`src/rtl/display_arbiter.sv`:
```
`default_nettype none
// +-----------------------------------------------------------------------------+
// | display_arbiter: priority/hold arbiter and 2-digit 7-seg mux for the ATM.   |
// | Option LEADING_ZERO_BLANK_EN blanks a zero tens digit in BAL. Rev 1.0       |
// +-----------------------------------------------------------------------------+
module display_arbiter #(
  parameter int REFRESH_BITS = 16,
  parameter int MIN_HOLD     = 1000,
  parameter int ALERT_CYCLES = 50000000
) (
  input  logic       clk,
  input  logic       rst,
  input  logic       bal_valid,
  input  logic [7:0] bal_digits,
  input  logic       prev_req,
  input  logic [3:0] prev_digit,
  input  logic       alert_pulse,
  input  logic [7:0] alert_code,
  output logic [6:0] seg,
  output logic [1:0] an,
  output logic [2:0] grant,
  output logic       alert_active,
  output logic       digit_select
);

  localparam int HOLD_W  = (MIN_HOLD > 1) ? $clog2(MIN_HOLD) : 1;
  localparam int TIMER_W = (ALERT_CYCLES > 1) ? $clog2(ALERT_CYCLES) : 1;
  localparam logic [HOLD_W-1:0]  HOLD_LOAD  = HOLD_W'(MIN_HOLD - 1);
  localparam logic [TIMER_W-1:0] TIMER_LOAD = TIMER_W'(ALERT_CYCLES - 1);

  typedef enum logic [1:0] {
    ST_BLANK = 2'd0,
    ST_BAL   = 2'd1,
    ST_PREV  = 2'd2,
    ST_ALERT = 2'd3
  } state_t;

  state_t                 state_q, state_d, target;
  logic [HOLD_W-1:0]      hold_q, hold_d;
  logic [TIMER_W-1:0]     timer_q, timer_d;
  logic [REFRESH_BITS-1:0] refresh_q, refresh_d;
  logic                   dsel_q, dsel_d;
  logic [7:0]             bal_q, bal_d;
  logic [3:0]             prev_q, prev_d;
  logic [7:0]             code_q, code_d;
  logic [6:0]             seg_q, seg_d;
  logic [1:0]             an_q, an_d;
  logic [2:0]             grant_q, grant_d;
  logic                   alert_active_q, alert_active_d;

  function automatic logic [6:0] decode(input logic [3:0] d);
    case (d)
      4'h0: decode = 7'b0111111;
      4'h1: decode = 7'b0000110;
      4'h2: decode = 7'b1011011;
      4'h3: decode = 7'b1001111;
      4'h4: decode = 7'b1100110;
      4'h5: decode = 7'b1101101;
      4'h6: decode = 7'b1111101;
      4'h7: decode = 7'b0000111;
      4'h8: decode = 7'b1111111;
      4'h9: decode = 7'b1101111;
      4'hA: decode = 7'b1110111;
      4'hB: decode = 7'b1111100;
      4'hC: decode = 7'b0111001;
      4'hD: decode = 7'b1011110;
      4'hE: decode = 7'b1111001;
      default: decode = 7'b1110001;
    endcase
  endfunction

  always_comb begin
    state_d   = state_q;
    hold_d    = hold_q;
    timer_d   = timer_q;
    bal_d     = bal_q;
    prev_d    = prev_q;
    code_d    = code_q;
    refresh_d = refresh_q + 1'b1;
    dsel_d    = (&refresh_q) ? ~dsel_q : dsel_q;

    if (prev_req)       target = ST_PREV;
    else if (bal_valid) target = ST_BAL;
    else                target = ST_BLANK;

    if (alert_pulse) begin
      state_d = ST_ALERT;
      timer_d = TIMER_LOAD;
      code_d  = alert_code;
    end else if (state_q == ST_ALERT) begin
      if (timer_q == '0) begin
        state_d = target;
        hold_d  = HOLD_LOAD;
      end else begin
        timer_d = timer_q - 1'b1;
      end
    end else if (hold_q != '0) begin
      hold_d = hold_q - 1'b1;
    end else if (target != state_q) begin
      state_d = target;
      hold_d  = HOLD_LOAD;
    end

    // Capture on entry as well as while resident, so the first displayed frame is fresh.
    if (state_d == ST_BAL && bal_valid)  bal_d  = bal_digits;
    if (state_d == ST_PREV && prev_req)  prev_d = prev_digit;
  end

  always_comb begin
    seg_d          = 7'b0;
    an_d           = 2'b00;
    grant_d        = 3'b000;
    alert_active_d = 1'b0;
    case (state_q)
      ST_BAL: begin
        grant_d = 3'b001;
        if (dsel_q) begin
          an_d  = 2'b10;
          seg_d = decode(bal_q[7:4]);
`ifdef LEADING_ZERO_BLANK_EN
          if (bal_q[7:4] == 4'h0) begin
            an_d  = 2'b00;
            seg_d = 7'b0;
          end
`endif
        end else begin
          an_d  = 2'b01;
          seg_d = decode(bal_q[3:0]);
        end
      end
      ST_PREV: begin
        grant_d = 3'b010;
        an_d    = 2'b10;
        seg_d   = decode(prev_q);
      end
      ST_ALERT: begin
        grant_d        = 3'b100;
        alert_active_d = 1'b1;
        an_d           = dsel_q ? 2'b10 : 2'b01;
        seg_d          = dsel_q ? decode(code_q[7:4]) : decode(code_q[3:0]);
      end
      default: begin
        seg_d = 7'b0;
      end
    endcase
  end

  always_ff @(posedge clk or negedge rst) begin
    if (!rst) begin
      state_q        <= ST_BLANK;
      hold_q         <= '0;
      timer_q        <= '0;
      refresh_q      <= '0;
      dsel_q         <= 1'b0;
      bal_q          <= 8'h00;
      prev_q         <= 4'h0;
      code_q         <= 8'h00;
      seg_q          <= 7'b0;
      an_q           <= 2'b00;
      grant_q        <= 3'b000;
      alert_active_q <= 1'b0;
    end else begin
      state_q        <= state_d;
      hold_q         <= hold_d;
      timer_q        <= timer_d;
      refresh_q      <= refresh_d;
      dsel_q         <= dsel_d;
      bal_q          <= bal_d;
      prev_q         <= prev_d;
      code_q         <= code_d;
      seg_q          <= seg_d;
      an_q           <= an_d;
      grant_q        <= grant_d;
      alert_active_q <= alert_active_d;
    end
  end

  assign seg          = seg_q;
  assign an           = an_q;
  assign grant        = grant_q;
  assign alert_active = alert_active_q;
  assign digit_select = dsel_q;

endmodule
`default_nettype wire

```
`config.mk`:
```
export PLATFORM = sky130hd
export DESIGN_NAME = display_arbiter
export DESIGN_NICKNAME = d
export VERILOG_FILES = /design/src/rtl/display_arbiter.sv
export SDC_FILE = /design/constraint.sdc
export NUM_CORES = 1
export LEC_CHECK = 0
export BUFFER_PORTS_ARGS = -buffer_cell sky130_fd_sc_hd__buf_2
export CORE_MARGIN = 2
export CORE_UTILIZATION = 55
export DETAILED_ROUTE_END_ITERATION = 7
export PLACE_DENSITY = 0.83
export SKIP_LAST_GASP = 1
export SLEW_MARGIN = 20
export SYNTH_ARGS = -nofsm -noshare
export SYNTH_HDL_FRONTEND = slang
export SYNTH_SLANG_ARGS = --single-unit
```
`constraint.sdc`:
```
create_clock -name clk -period 2.65 [get_ports clk]
set_input_delay 0.53 -clock clk [delete_from_list [all_inputs] [get_ports clk]]
set_output_delay 0.53 -clock clk [all_outputs]
set_load 0.05 [all_outputs]
```
# Yosys cells after proc, flatten, opt, wreduce, memory -nomap -nowiden
# Memories as Yosys holds them, arrays and structs flattened.
# Cells that the tools add are included.
word_totals:
  register_bits: 88
  rom_bits: 560
  input_bits: 25
  out_inout_bits: 14
  wordCells: 61
  n_memories: 5
memory_table:
  columns: ["name", "depth", "width", "read_ports", "rd_ports_with_merged_regs", "wr", "line_no", "rtl"]
  rows:
  - ["(no name shown)", 16, 7, 1, 0, 0, "52", "case (d)"]
  - ["(no name shown)", 16, 7, 1, 0, 0, "52", null]
  - ["(no name shown)", 16, 7, 1, 0, 0, "52", null]
  - ["(no name shown)", 16, 7, 1, 0, 0, "52", null]
  - ["(no name shown)", 16, 7, 1, 0, 0, "52", null]
op_classes:
  add_sub_neg: 3
  eq_ne: 8
  muxes: 21
  bitwise_logic: 2
  reduce_logical: 10
ops:
  columns: ["cell", "n"]
  rows:
  - ["2-to-1 mux 26 bit", 3]
  - ["2-to-1 mux 10 bit", 4]
  - ["zero test 26 bit", 1]
  - ["subtractor 26 x 1 -> 26 bit (second input constant)", 1]
  - ["case mux 7 bit (3 select lines)", 1]
  - ["adder 16 x 1 -> 16 bit (second input constant)", 1]
  - ["AND reduction 16 bit", 1]
  - ["2-to-1 mux 2 bit", 7]
  - ["2-to-1 mux 7 bit", 2]
  - ["nonzero test 10 bit", 1]
  - ["subtractor 10 x 1 -> 10 bit (second input constant)", 1]
  - ["case mux 3 bit (3 select lines)", 1]
  - ["equality test 2 bit (second input constant)", 3]
  - ["equality test 2 x 1 -> 1 bit (second input constant)", 2]
  - ["case mux 2 bit (2 select lines)", 1]
  - ["AND reduction 3 bit", 1]
  - ["nonzero test 3 bit", 1]
  - ["logical AND 1 bit", 2]
  - ["2-to-1 mux 1 bit", 2]
  - ["inequality test 2 x 1 -> 1 bit (second input constant)", 1]
  - ["inequality test 2 bit", 1]
  - ["inequality test 2 bit (second input constant)", 1]
  - ["inverter 1 bit", 2]
  - ["AND reduction 2 bit", 1]
  - ["other kinds (2)", 2]

# Depth between registers and ports, before layout
# Gate-level depths: netlist of the first run.
depth:
  depth_word: 9
  depth_mapped: 8
  depth_no_buf: 7

# Worst setup path after synthesis of the first run
# Ideal clock, no wire load.
synth_path:
  path_type: "reg-to-reg"
  startpoint: "register timer_q[13]"
  endpoint: "register hold_q[3]"
  setup_time_ns: 0.126
  t_arrival_ns: 2.371
  t_required_ns: 2.524
  path_slack_ns: 0.153
  stages_incl_launch_ff: 8
  path_buffers: 2
  synth_period_minus_slack_ns: 2.497
  path_cell_list: "dfrtp_1 -> or4_1 -> buf_2 -> nor4_4 -> a21boi_2 -> or3_1 -> buf_6 -> a221o_1"
synth_between:
  elab_chain_len: 3
synth_lines:
  columns: ["element", "line_no", "rtl"]
  rows:
  - ["from (decl)", "40", "logic [TIMER_W-1:0] timer_q, timer_d;"]
  - ["from (signal assigned)", "165", "timer_q <= timer_d;"]
  - ["zero test 26 bit", "91", "if (timer_q == '0) begin"]
  - ["inequality test 2 x 1 -> 1 bit (no source line)", null, null]
  - ["AND reduction 3 bit (no source line)", null, null]
  - ["to (signal assigned)", "164", "hold_q <= hold_d;"]
  - ["to (decl)", "39", "logic [HOLD_W-1:0] hold_q, hold_d;"]
# No other way between the ends.
# A chain may end at the register's enable or synchronous reset.

# Worst setup path in the final report of the first run
layout_path:
  startpoint: "register timer_q[13]"
  endpoint: "register timer_q[7]"
layout_between:
  elab_chain_len: 3
layout_lines:
  columns: ["element", "line_no"]
  rows:
  - ["zero test 26 bit", "91"]
  - ["inequality test 2 bit (no source line)", null]
  - ["AND reduction 2 bit (no source line)", null]
# No other way between the ends.

==> results.ini, run 1 <==
[run_status]
status = completed

[timing]
hold_viol = 0
timing.fmax_mhz = 391.4
final-max-slew-violation-count = 0
skew_ps = 15.66
setup_viol = 0
slew_headroom_pct = 54.55
tightest_slew_ps = 677.1
post-route-period-util_pct = 96.41
rsz0062_at_grt = yes
post-route-min-period_ps = 2555
hold_ws_ps = 161.4

[clock_tree]
numCtsBuffers = 9
cts_root_buf = clkbuf_8
clkSinkCount = 87
clk_pin_slew_ps = 90
cts_tree = built
cts_max_level = 3
clockBufferDepth = 2
clkLatencyLatePin_ps = 370
hold_buffers = 0

[synthesis]
synth.cell_area_mm2 = 0.005428
synth-edff-count = 0
synth_ff_type = dfrtp_1
syn_inst = 549
syn_nets = 604
synth-simple-area-share_pct = 18.63
synth_mux_area_share_pct = 9.613
ys_types = 68
ys_seq_area_share_pct = 40.11
async_flop_share_pct = 100.0
ys_ff_latch = 87
synth_compound_area_share_pct = 15.51
avgSynthCellArea_um2 = 9.887
synth-xor-area-share_pct = 4.518
synthAdderAreaFrac_pct = 6.916
synth_top_family_by_area = simple AND/OR/NAND/NOR gates
synth-warning-count = 0

[final_layout]
area_growth_pct = 10.05
drive_above_1_share_pct = 20.24
multi_input_area_mm2 = 0.002995
regArea_mm2 = 0.002177
fillers = 812
fin_util_pct = 61.68
nNetsFinal = 633
postLayoutCellArea_mm2 = 0.005973

[global_route]
grt_usage_pct = 22.87
antenna_found_initial = 1
grt_pass1_vias = 4167
gr-total-overflow = 0
grt_max_degree = 46
grt_first_pass_wirelength_um = 19180

[floorplan]
core.rowCount = 36
start_util_pct = 56.05
die_area_mm2 = 0.01068
coreArea_mm2 = 0.009684
boundaryPins = 39
fp.dieW_um = 103.3
die-height_um = 103.3

[critical_path]
worstSetupStartpointType = register
cp_max_fo = 11
end_kind = register
crit_required_ps = 2910
critPathKind = reg -> reg
crit_arrival_ps = 2810

[routing]
drt-total-wl_um = 11280
vias = 4259
vias_per_cell = 5.940
drt_iter0_markers = 171
wl_per_cell_um = 15.73
drc = 0
ant_nets = 0
firstDrtPassIters = 5

[power_and_ir_drop]
powerDensity_mw_per_mm2 = 513.2
peakVddDrop_mv = 0.2268
p_leak_uw = 0.002449

[placed_design]
portBuffers = 38
routabilityCongestion = 0.9047
dp_hpwl_um = 8125
place_area_mm2 = 0.005743

[run]
drv_cap = 0

[hold_path]
hold_path.class = in -> async

-- per-layer routing --
metal | track usage (%) | vias up | part of all wire [%]
li1 | - | 2069 | -
met3 | 4.301 | 17 | 3.6
met2 | 38.71 | 86 | 51
met4 | 8.097 | 0 | 1.6
met1 | 29.41 | 2087 | 44
met5 | 0 | - | 0
-- final timing paths --
| path | depth (start not counted) | start | slack (ps) | end |
|---|---|---|---|---|
| max | 5 | timer_q[13] | 100 | timer_q[7] |
| max reg2reg | 5 | timer_q[13] | 100 | timer_q[7] |
| min in group clk | 2 | alert_code[7] | 390 | code_q[7] |
| min reg2reg | 1 | refresh_q[0] | 470 | refresh_q[0] |
| max in group asynchronous | 2 | rst | 1840 | seg[0] |
| min | 1 | rst | 160 | refresh_q[15] |
-- power by group --
part | switching (uW) | internal (uW) | total, uW
Clock | 495 | 536 | 1030
Combinational | 296 | 223 | 520
Sequential | 113 | 1400 | 1510
-- worst max-delay path: stages (launching register included) --
cell	delay, ps
dfrtp_1	440
or4_1	630
or4_4	660
o21ai_1	430
o311ai_0	200
o41ai_1	90
-- sequential cells by signal, indices dropped and copies added, names as in the netlist --
| register | count |
|---|---|
| bal_q | 8 |
| hold_q | 10 |
| timer_q | 26 |
| digit_select | 1 |
| seg | 7 |
| grant | 2 |
| alert_active | 1 |
| state_q | 2 |
| refresh_q | 16 |
| an | 2 |
| code_q | 8 |
| prev_q | 4 |
-- cell usage after synthesis (all sizes together) (5+ instances only) --
library cell,n,area [um2]
mux4,5,112.6
nand3b,5,37.54
a22o,6,52.55
mux2i,15,150.1
o31ai,14,105.1
clkbuf,29,118.9
and3,8,50.05
nor2,27,101.4
dfrtp,87,2177
o211ai,16,125.1
nand3,22,110.1
a21oi,20,100.1
xnor2,15,131.4
nor2b,16,100.1
or3,11,72.57
nor3,18,100.1
inv,29,108.9
or4,10,82.58
ha,30,375.4
a32oi,5,43.79
o21ai,27,135.1
nor4,10,83.83
nand2,31,116.4
mux2,23,259.0
xor2,13,113.9
a211oi,6,45.04
-- cell usage in the layout (no fill, tap or decap), drive strengths merged, types with 15 or more instances in the layout --
cell,netlist,final
nor3,18,18
ha,30,30
xnor2,15,15
mux2i,15,15
dfrtp,87,87
inv,29,30
o21ai,27,27
buf,4,51
nand2,31,31
a21oi,20,20
nor2b,16,16
o211ai,16,16
nor2,27,27
nand3,22,22
mux2,23,23
-- through the flow --
stage               power, uW  instances  worst slack, ps  setup TNS (ps)
floorplan                1896        549            152.8               0
global placement         2026        699            222.5               0
detailed placement       2058        699            137.8               0
CTS                      3084        715            120.9               0
global route             3223        716           -8.759          -9.925
finish                   3066        717            95.21               0
-- cells by family (layout without fill, tap and decap cells) --
kind of cell / Yosys count / after routing
simple gates: 178 / 178
compound gates: 121 / 121
flops: 87 / 87
buf+inv: 62 / 96
mux: 43 / 43
fa+ha+maj: 30 / 30
xor+xnor: 28 / 28
other cells: 0 / 1
-- repair_timing --
action / in CTS / in global routing
resized for setup: 0 / 1
buffers inserted: 0 / 1
setup endpoints to repair: 0 / 5
-- cell type report --
| cell class | instances | area share, % |
|---|---|---|
| sequential | 87 | 36.45 |
| tap | 133 | 2.786 |
| inverter | 29 | 1.822 |
| timing repair buffer | 51 | 5.069 |
| multi-input combinational | 400 | 50.15 |
| clock buffer | 10 | 2.137 |
| clock inverter | 6 | 1.550 |
| antenna | 1 | 0.04189 |
Power figures use the tool's default switching activity.
==> run 2, diff against run 1 <==
--- a/config.mk
+++ b/config.mk
@@ -7,9 +7,10 @@
 export LEC_CHECK = 0
 export BUFFER_PORTS_ARGS = -buffer_cell sky130_fd_sc_hd__buf_2
 export CORE_MARGIN = 2
-export CORE_UTILIZATION = 55
+export CORE_UTILIZATION = 57
+export CTS_BUF_LIST = sky130_fd_sc_hd__clkbuf_4 sky130_fd_sc_hd__clkbuf_8
 export DETAILED_ROUTE_END_ITERATION = 7
-export PLACE_DENSITY = 0.83
+export PLACE_DENSITY = 0.9
 export SKIP_LAST_GASP = 1
 export SLEW_MARGIN = 20
 export SYNTH_ARGS = -nofsm -noshare
==> results.ini, run 2 (synthesized netlist as in run 1, its figures left out) <==
[critical_path]
worstSetupStartpointType = register
critical_path.cell_chain = or4_1 -> or4_4 -> o21ai_0 -> xor2_1 -> nand2_1
crit_required_ps = 2890  ; -20 ps
crit_arrival_ps = 2760  ; -50 ps
critPathKind = reg -> reg
cp_max_fo = 11  ; unchanged
max_stage_delay_ps = 650  ; about the same
end_kind = register
crit_slowest_cell = or4_4

[final_layout]
mostFrequentLayoutCells = 87 x dfrtp_1, 37 x buf_2, 31 x nand2_1
top_regs = timer_q (26), refresh_q (16), hold_q (10)
nNetsFinal = 632  ; -0.16%
area_growth_pct = 10.14  ; about the same
antenna_cells = 0  ; -1
largest_reg_flops = 26  ; unchanged
instances_no_fill = 711  ; -0.84%
postLayoutCellArea_mm2 = 0.005978  ; about the same
final_common_cell = dfrtp_1
top_register = timer_q
drive_above_1_share_pct = 20.62  ; +0.38 points

[global_route]
gr-total-overflow = 0  ; unchanged
grt_pass1_vias = 4224  ; +1.4%
grt_usage_pct = 23.93  ; +1.1 points
grt_max_degree = 48  ; +4.3%
grt_first_pass_wirelength_um = 19670  ; +2.5%
antenna_found_initial = 0  ; -1

[power_and_ir_drop]
p_sw_share_pct = 30.02  ; +0.50 points
p_sw_uw = 928.4  ; +2.6%
p_leak_uw = 0.002483  ; +1.4%
internal-power_uw = 2164  ; +0.15%
combinationalPowerShare_pct = 17.2  ; +0.3 points
seqPwrFrac_pct = 49.1  ; -0.3 points
p_clk_share_pct = 33.8  ; +0.2 points
peakVddDrop_mv = 0.2637  ; +16%
powerDensity_mw_per_mm2 = 517.3  ; +0.79%

[clock_tree]
post_cts_buffers = 0  ; unchanged
numCtsBuffers = 9  ; unchanged
hold_buffers = 0  ; unchanged
cts_max_level = 3  ; unchanged
clkSinkCount = 87  ; unchanged
clk_pin_slew_ps = 90  ; about the same
clkLatencyLatePin_ps = 360  ; about the same
post_cts_resized = 1  ; +1
cts_root_buf = clkbuf_8
cts_tree = built
clockBufferDepth = 2  ; unchanged

[routing]
vias_per_cell = 6.108  ; +2.8%
ant_nets = 0  ; unchanged
drt-total-wl_um = 11840  ; +5.0%
drc = 0  ; unchanged
wl_per_cell_um = 16.66  ; +5.9%
vias = 4343  ; +2.0%
firstDrtPassIters = 5  ; unchanged
drt_iter0_markers = 215  ; +26%

[floorplan]
fp.dieW_um = 101.6  ; -1.7%
coreArea_mm2 = 0.009240  ; -4.6%
core.rowCount = 35  ; -2.8%
boundaryPins = 39  ; unchanged
die_area_mm2 = 0.01032  ; -3.4%
start_util_pct = 58.74  ; +2.7 points
die-height_um = 101.6  ; -1.7%

[placed_design]
routabilityCongestion = 0.9477  ; +4.8%
portBuffers = 38  ; unchanged
dp.cells = 695  ; -0.57%
place_ws_ps = 66.88  ; -70.91 ps
dp_hpwl_um = 8432  ; +3.8%
place_area_mm2 = 0.005738  ; about the same

[timing]
slew_headroom_pct = 59.19  ; +4.6 points
post-route-worst-setup-slack_ps = 126.3  ; +31.12 ps
tns_ps = 0  ; unchanged
hold_viol = 0  ; unchanged
post-route-period-util_pct = 95.23  ; -1.2 points
post-route-min-period_ps = 2524  ; -31.12 ps
setup_viol = 0  ; unchanged
skew_ps = 8.750  ; -6.907 ps
final-max-slew-violation-count = 0  ; unchanged
tightest_slew_ps = 607.1  ; -70.07 ps
timing.fmax_mhz = 396.2  ; +1.2%

[hold_path]
hold_path.class = in -> async

[run_status]
status = completed

[run]
drv_cap = 0  ; unchanged

run 2: final timing paths:
path                       slack [ps]             to  cells after the start           from
max                               130     timer_q[6]                      5    timer_q[16]
min                               180  refresh_q[13]                      1            rst
max reg2reg                       130     timer_q[6]                      5    timer_q[16]
min reg2reg                       480  refresh_q[15]                      1  refresh_q[15]
max in group asynchronous        1840      prev_q[1]                      2            rst
min in group clk                  380      code_q[5]                      3  alert_code[5]
run 2: area by class of cell:
| class | count | area [um2] |
|---|---|---|
| Sequential cell | 87 | 2177 |
| Multi-Input combinational cell | 400 | 3017 |
| Timing Repair Buffer | 50 | 295.3 |
| Fill cell | 710 | 3262 |
| Inverter | 29 | 108.9 |
| Clock inverter | 7 | 95.09 |
| Clock buffer | 9 | 123.9 |
| Tap cell | 129 | 161.4 |
run 2: worst max-delay path, delay by kind of cell (launching register included):
family / cells / cell delay, ps
compound gates: 1 / 370
xor+xnor: 1 / 220
flops: 1 / 440
simple gates: 3 / 1370
run 2: routing by layer:
layer  vias to the layer above  wire length [um]  GRT usage (%)
met5                         -                 0              0
met4                         0               223          9.563
met3                        22               500          4.348
met2                       131              6065          40.94
met1                      2126              5054          30.00
li1                       2064                 -              -
run 2: per-stage QoR:
step           hold WS (ps)  util, %  power (uW)
3_3_place_gp          456.4    62.10        2028
5_1_grt               206.8    64.70        3222
2_1_floorplan         234.4        -        1896
3_5_place_dp          468.7    62.10        2066
4_1_cts               181.3    64.51        3101
6_report              177.7    64.70        3092
run 2: power groups by stage:
stage / clock network (uW) / logic (uW) / registers [uW]
CTS: 1060 / 531 / 1510
finish: 1050 / 530 / 1520
floorplan: 0 / 346 / 1550
detailed placement: 0 / 527 / 1540
global route: 1110 / 583 / 1530
global placement: 0 / 498 / 1530
